[config.mk]
export PLATFORM = sky130hd
export DESIGN_NAME = atm_session_initiator
export DESIGN_NICKNAME = d
export VERILOG_FILES = /design/src/rtl/atm_pkg.sv /design/src/rtl/atm_pin_serializer.sv /design/src/rtl/atm_session_initiator.sv
export SDC_FILE = /design/constraint.sdc
export NUM_CORES = 1
export LEC_CHECK = 0
export CAP_MARGIN = 40
export CORE_MARGIN = 8
export CORE_UTILIZATION = 40
export CTS_BUF_LIST = sky130_fd_sc_hd__clkbuf_16
export DETAILED_ROUTE_END_ITERATION = 8
export GPL_ROUTABILITY_DRIVEN = 0
export PLACE_DENSITY = 0.68
export SLEW_MARGIN = 40
export SYNTH_ARGS = -nofsm -noshare
export SYNTH_HDL_FRONTEND = slang
export SYNTH_SLANG_ARGS = --single-unit
[constraint.sdc]
create_clock -name clk -period 2.3 [get_ports clk]
set_input_delay 0.23 -clock clk [delete_from_list [all_inputs] [get_ports clk]]
set_output_delay 0.23 -clock clk [all_outputs]
set_load 0.005 [all_outputs]
[src/rtl/atm_pkg.sv]
// Shared encodings for the ATM session initiator: FSM states, result codes,
// PIN length and the controller-response priority rule.
package atm_pkg;

  localparam logic [2:0] S_IDLE      = 3'd0;
  localparam logic [2:0] S_CARD      = 3'd1;
  localparam logic [2:0] S_GAP       = 3'd2;
  localparam logic [2:0] S_DIGIT     = 3'd3;
  localparam logic [2:0] S_SETTLE    = 3'd4;
  localparam logic [2:0] S_AMOUNT    = 3'd5;
  localparam logic [2:0] S_WAIT_RESP = 3'd6;
  localparam logic [2:0] S_DONE      = 3'd7;

  localparam logic [2:0] RES_NONE     = 3'd0;
  localparam logic [2:0] RES_DEP_OK   = 3'd1;
  localparam logic [2:0] RES_WDR_OK   = 3'd2;
  localparam logic [2:0] RES_NSF      = 3'd3;
  localparam logic [2:0] RES_PIN_FAIL = 3'd4;
  localparam logic [2:0] RES_BLOCKED  = 3'd5;
  localparam logic [2:0] RES_TIMEOUT  = 3'd6;

  localparam logic [2:0] NUM_DIGITS = 3'd4;

  // Controller flags to result code; RES_NONE means keep waiting.
  function automatic logic [2:0] resp_code(input logic bloqueo, input logic fondos,
                                           input logic entregar, input logic balance,
                                           input logic pin_bad, input logic adv);
    if (bloqueo)                 return RES_BLOCKED;
    else if (fondos)             return RES_NSF;
    else if (entregar && balance) return RES_WDR_OK;
    else if (balance)            return RES_DEP_OK;
    else if (pin_bad || adv)     return RES_PIN_FAIL;
    else                         return RES_NONE;
  endfunction

endpackage

[src/rtl/atm_pin_serializer.sv]
// Shifts the latched PIN out MSB-nibble first, one registered strobe per fire,
// and times the idle gap that precedes each strobe.
module atm_pin_serializer #(
  parameter int DIGIT_GAP = 2
) (
  input  logic        clk,
  input  logic        rst,
  input  logic        load,
  input  logic [15:0] pin,
  input  logic        gap_en,
  input  logic        fire,
  output logic        gap_done,
  output logic        last_digit,
  output logic        digito_stb,
  output logic [3:0]  digito
);
  import atm_pkg::*;

  localparam int GW = $clog2(DIGIT_GAP + 1);

  logic [GW-1:0] gap_cnt;
  logic [15:0]   shreg;
  logic [2:0]    idx;

  // NOTE: state registers use non-blocking assignments so every flop samples
  // pre-edge values regardless of statement order.
  always_ff @(posedge clk) begin
    if (!rst) begin
      gap_cnt    <= '0;
      shreg      <= '0;
      idx        <= '0;
      digito_stb <= 1'b0;
      digito     <= 4'h0;
    end else begin
      gap_cnt <= gap_en ? gap_cnt + 1'b1 : '0;
      if (load) begin
        shreg <= pin;
        idx   <= '0;
      end else if (fire) begin
        shreg <= {shreg[11:0], 4'h0};
        idx   <= idx + 3'd1;
      end
      digito_stb <= fire;
      digito     <= fire ? shreg[15:12] : 4'h0;
    end
  end

  assign gap_done   = gap_en && (gap_cnt == GW'(DIGIT_GAP - 1));
  assign last_digit = (idx == NUM_DIGITS);

endmodule

[src/rtl/atm_session_initiator.sv]
// Initiator side of the ATM controller interface: card pulse, strobed PIN
// digits, strobed amount, then a prioritised result from the response flags.
module atm_session_initiator #(
  parameter int DIGIT_GAP = 2,
  parameter int SETTLE    = 2,
  parameter int TIMEOUT   = 64
) (
  input  logic        clk,
  input  logic        rst,
  input  logic        start,
  input  logic [15:0] pin_in,
  input  logic        trans_type,
  input  logic [31:0] amount,
  input  logic        balance_actualizado,
  input  logic        entregar_dinero,
  input  logic        fondos_insuficientes,
  input  logic        pin_incorrecto,
  input  logic        advertencia,
  input  logic        bloqueo,
  output logic        tarjeta_recibida,
  output logic        tipo_trans,
  output logic        digito_stb,
  output logic [3:0]  digito,
  output logic        monto_stb,
  output logic [31:0] monto,
  output logic        busy,
  output logic        done,
  output logic [2:0]  result
);
  import atm_pkg::*;

  localparam int TW = $clog2(TIMEOUT + 1);
  localparam int SW = $clog2(SETTLE + 1);

  logic [2:0]    state, next_state, next_result;
  logic          type_q;
  logic [31:0]   amount_q;
  logic [TW-1:0] timer;
  logic [SW-1:0] settle_cnt;
  logic          accept, gap_done, last_digit;

  assign accept = (state == S_IDLE) && start;

  atm_pin_serializer #(.DIGIT_GAP(DIGIT_GAP)) u_ser (
    .clk        (clk),
    .rst        (rst),
    .load       (accept),
    .pin        (pin_in),
    .gap_en     (state == S_GAP),
    .fire       (next_state == S_DIGIT),
    .gap_done   (gap_done),
    .last_digit (last_digit),
    .digito_stb (digito_stb),
    .digito     (digito)
  );

  // NOTE: defaults first so every path assigns both outputs and no latch is inferred.
  always_comb begin
    next_state  = state;
    next_result = RES_NONE;
    case (state)
      S_IDLE:   if (start) next_state = S_CARD;
      S_CARD:   next_state = S_GAP;
      S_GAP, S_DIGIT, S_SETTLE: begin
        if (bloqueo) begin
          next_state  = S_DONE;
          next_result = RES_BLOCKED;
        end else if (state == S_GAP) begin
          if (gap_done) next_state = S_DIGIT;
        end else if (state == S_DIGIT) begin
          next_state = last_digit ? S_SETTLE : S_GAP;
        end else if (settle_cnt == SW'(SETTLE - 1)) begin
          next_state = S_AMOUNT;
        end
      end
      S_AMOUNT: next_state = S_WAIT_RESP;
      S_WAIT_RESP: begin
        next_result = resp_code(bloqueo, fondos_insuficientes, entregar_dinero,
                                balance_actualizado, pin_incorrecto, advertencia);
        if (next_result != RES_NONE) begin
          next_state = S_DONE;
        end else if (timer == TW'(TIMEOUT - 1)) begin
          next_state  = S_DONE;
          next_result = RES_TIMEOUT;
        end
      end
      S_DONE:   next_state = S_IDLE;
      default:  next_state = S_IDLE;
    endcase
  end

  // Outputs are registered from next_state so they line up with the state they describe.
  always_ff @(posedge clk) begin
    if (!rst) begin
      state            <= S_IDLE;
      type_q           <= 1'b0;
      amount_q         <= '0;
      timer            <= '0;
      settle_cnt       <= '0;
      busy             <= 1'b0;
      tarjeta_recibida <= 1'b0;
      tipo_trans       <= 1'b0;
      monto_stb        <= 1'b0;
      monto            <= '0;
      done             <= 1'b0;
      result           <= RES_NONE;
    end else begin
      state <= next_state;
      if (accept) begin
        type_q   <= trans_type;
        amount_q <= amount;
      end
      settle_cnt       <= (state == S_SETTLE) ? settle_cnt + 1'b1 : '0;
      timer            <= (state == S_WAIT_RESP) ? timer + 1'b1 : '0;
      busy             <= (next_state != S_IDLE);
      tarjeta_recibida <= (next_state == S_CARD);
      tipo_trans       <= (next_state == S_IDLE) ? 1'b0 : (accept ? trans_type : type_q);
      monto_stb        <= (next_state == S_AMOUNT);
      monto            <= (next_state == S_AMOUNT) ? amount_q : '0;
      done             <= (next_state == S_DONE);
      if (accept)
        result <= RES_NONE;
      else if (next_state == S_DONE)
        result <= next_result;
    end
  end

endmodule

==> results.toml <==
[run_status]
outcome = "finished clean"

[global_routing]
grt_pass1_wl_mm = 13.83
grtUsageTotal = 0.1324
grt_max_degree = 65
antenna_found_initial = 0
grt_pass1_vias = 2900
grt_overflow_total = 0

[synth]
avgSynthCellArea_sq_um = 9.335
synth_edf_count = 0
synth_fp_nets = 482
synth_seq_cells = 111
synth_area_sq_um = 3911
synth_top_area_cell = "dfxtp_1"
synth_cells = 419
netlist-cell-type-count = 40
synth_commonest_cells = "111 x dfxtp_1, 76 x nand2_1, 53 x a21oi_1"
ys_seq_area_frac = 0.5681
ys.flop_type = "dfxtp_1"
synth.area.top_cells = "dfxtp_1 57%, nand2_1 7.3%, a21oi_1 6.8%"
async_flop_share = 0
synth_warnings = 0
post-synth-top-count-cell = "dfxtp_1"
yosys.area.top_type_share = 0.5681

[power_and_ir_drop]
switching_share = 0.2561
internal_power_uw = 3046
power.density_nw_per_um2 = 759.0
share_comb_of_total_power = 0.121
power_frac_seq = 0.509
net-switching-power_uw = 1049
p_leak_uw = 0.002110
pwr-share-clk = 0.370
ir_worst_vdd_v = 0.0006340

[sta]
fin_skew_ps = 13.41
fin_crit_sh = 0.8934
setup_violations = 0
rsz0062_at_grt = "no"
clock.fmax_ghz = 0.4866
tns_ps = 0
maxSlewViolCount = 0
worst_pin_slew_ps = 449.1
relSlewSlack = 0.7002
holdWs_ps = 433.1
hold_violations = 0
finalCriticalPeriod_ps = 2055

[finish]
syn_to_final_growth_pct = 37.94
drive_gt1_frac = 0.06679
diodes = 0
final_nets = 582
n_fill_cell = 895

[detailed_routing]
routed_via_density = 4.688
vias = 3080
wl_mm = 8.879
ant_nets = 0
drt_iter0_drc = 84
wl_per_cell_microns = 13.51
first_pass_iters = 4
remaining_drc_errors = 0

[floorplanning]
die_w_microns = 114.9
coreArea_sq_um = 9639
dieArea_sq_um = 13200
start_util = 0.4058
ioPinCount = 103
die_h_microns = 114.9
rows = 36

[critical_path]
cpPeakStageDelay_ps = 350
worst_setup_path_start_kind = "register"
crit_arrival_ps = 2260
worst_ep_required_time_ps = 2510
critical_path.slowest_cell = "o311a_4"
worstPathMaxFanout = 19
path_cells = "ha_1 -> nand4_1 -> o21ai_0 -> o311a_4 -> o211ai_2 -> buf_12 -> mux2i_1 -> a21oi_1"
cp-end-kind = "register"
crit_type = "register to register"

[clock_tree]
postCtsSetupBuffers = 0
ctsResizeCount = 0
clock_path_buffers = 2
clk_latency_ps = 340
htree_num_levels = 3
path_clk_slew_ps = 80
numCtsBuffers = 9
cts_tree = "done"
cts_hold_buf = 0
cts_root_buffer = "clkbuf_16"
cts.sinks = 111

[placed_design]
hpwl_mm = 6.505
io_buffers = 102

[worst_hold_path]
hold_path.class = "register to register"

[job]
cap_violations = 0
-- cell type report --
cell class / instances / area [sq um] / area share
multi-input combinational: 273 / 1518 / 0.2813
inverter: 10 / 37.54 / 0.006957
tap: 133 / 166.4 / 0.03084
clock inverter: 7 / 77.57 / 0.01438
clock buffer: 9 / 225.2 / 0.04174
timing repair buffer: 114 / 1149 / 0.2129
sequential: 111 / 2222 / 0.4119
-- cells in the final DEF, fill, tap and decap left out, types with 5 or more instances in the layout --
| master | Yosys | routed |
|---|---|---|
| ha_1 | 5 | 5 |
| inv_1 | 10 | 10 |
| a21oi_1 | 53 | 53 |
| nand3_1 | 11 | 11 |
| o21ai_0 | 17 | 17 |
| clkbuf_16 | 0 | 9 |
| mux2i_1 | 14 | 14 |
| clkdlybuf4s50_1 | 0 | 102 |
| and2_1 | 38 | 38 |
| dfxtp_1 | 111 | 111 |
| nand2_1 | 76 | 75 |
| buf_4 | 0 | 9 |
| nor2_1 | 20 | 20 |
-- final timing paths --
| path | end | slack [ps] | depth (start not counted) | startpoint |
|---|---|---|---|---|
| hold / removal | settle_cnt[0] | 430 | 1 | settle_cnt[0] |
| setup / recovery | u_ser.shreg[9] | 250 | 8 | timer[0] |
| hold reg to reg | settle_cnt[0] | 430 | 1 | settle_cnt[0] |
| setup reg to reg | u_ser.shreg[9] | 250 | 8 | timer[0] |
-- power groups by stage --
stage	Combinational [uW]	Clock (uW)	Sequential [uW]
4_1_cts	503	1550	2080
2_1_floorplan	303	0	2110
6_report	496	1520	2080
3_5_place_dp	499	0	2130
3_3_place_gp	491	0	2130
5_1_grt	551	1630	2100
-- metal layers --
layer	global-route usage	part of all wire
met5	0	0
met4	0.06305	0.024
met3	0.02994	0.055
met2	0.2292	0.48
met1	0.1513	0.44
-- state kept, by name, indices dropped and copies added (netlist names), 3 cells and up --
register and flops:
amount_q 32, monto 32, u_ser.shreg 16, timer 7, u_ser.digito 4, result 3
state 3, u_ser.idx 3
-- stage by stage --
stage | total power [uW] | instance area [sq um] | setup slack, ps | utilization | std cells
finish | 4095 | 5395 | 245.1 | 0.5597 | 657
global route | 4278 | 5395 | 88.54 | 0.5597 | 657
CTS | 4141 | 5395 | 237.2 | 0.5597 | 657
detailed placement | 2628 | 5092 | 102.9 | 0.5283 | 641
global placement | 2616 | 5092 | 132.4 | 0.5283 | 641
floorplan | 2410 | 3911 | 389.3 | - | 419
-- critical path, delay by kind of cell (launching register included) --
| kind | cells | cell delay, ps |
|---|---|---|
| AOI/OAI and AO/OA | 4 | 830 |
| adders and majority gates | 1 | 240 |
| buffers and inverters | 1 | 210 |
| DFF | 1 | 330 |
| muxes | 1 | 190 |
| and+or+nand+nor | 1 | 130 |
-- cell families after synthesis --
| family | share of synthesized area |
|---|---|
| AND/OR/NAND/NOR | 0.2006 |
| flip-flops | 0.5681 |
| AO/OA/AOI/OAI | 0.1209 |
| buffers and inverters | 0.04447 |
| multiplexers | 0.03871 |
| XOR/XNOR | 0.01120 |
| adder cells (fa/ha/maj) | 0.01599 |
(Power assumes the default switching activity.)
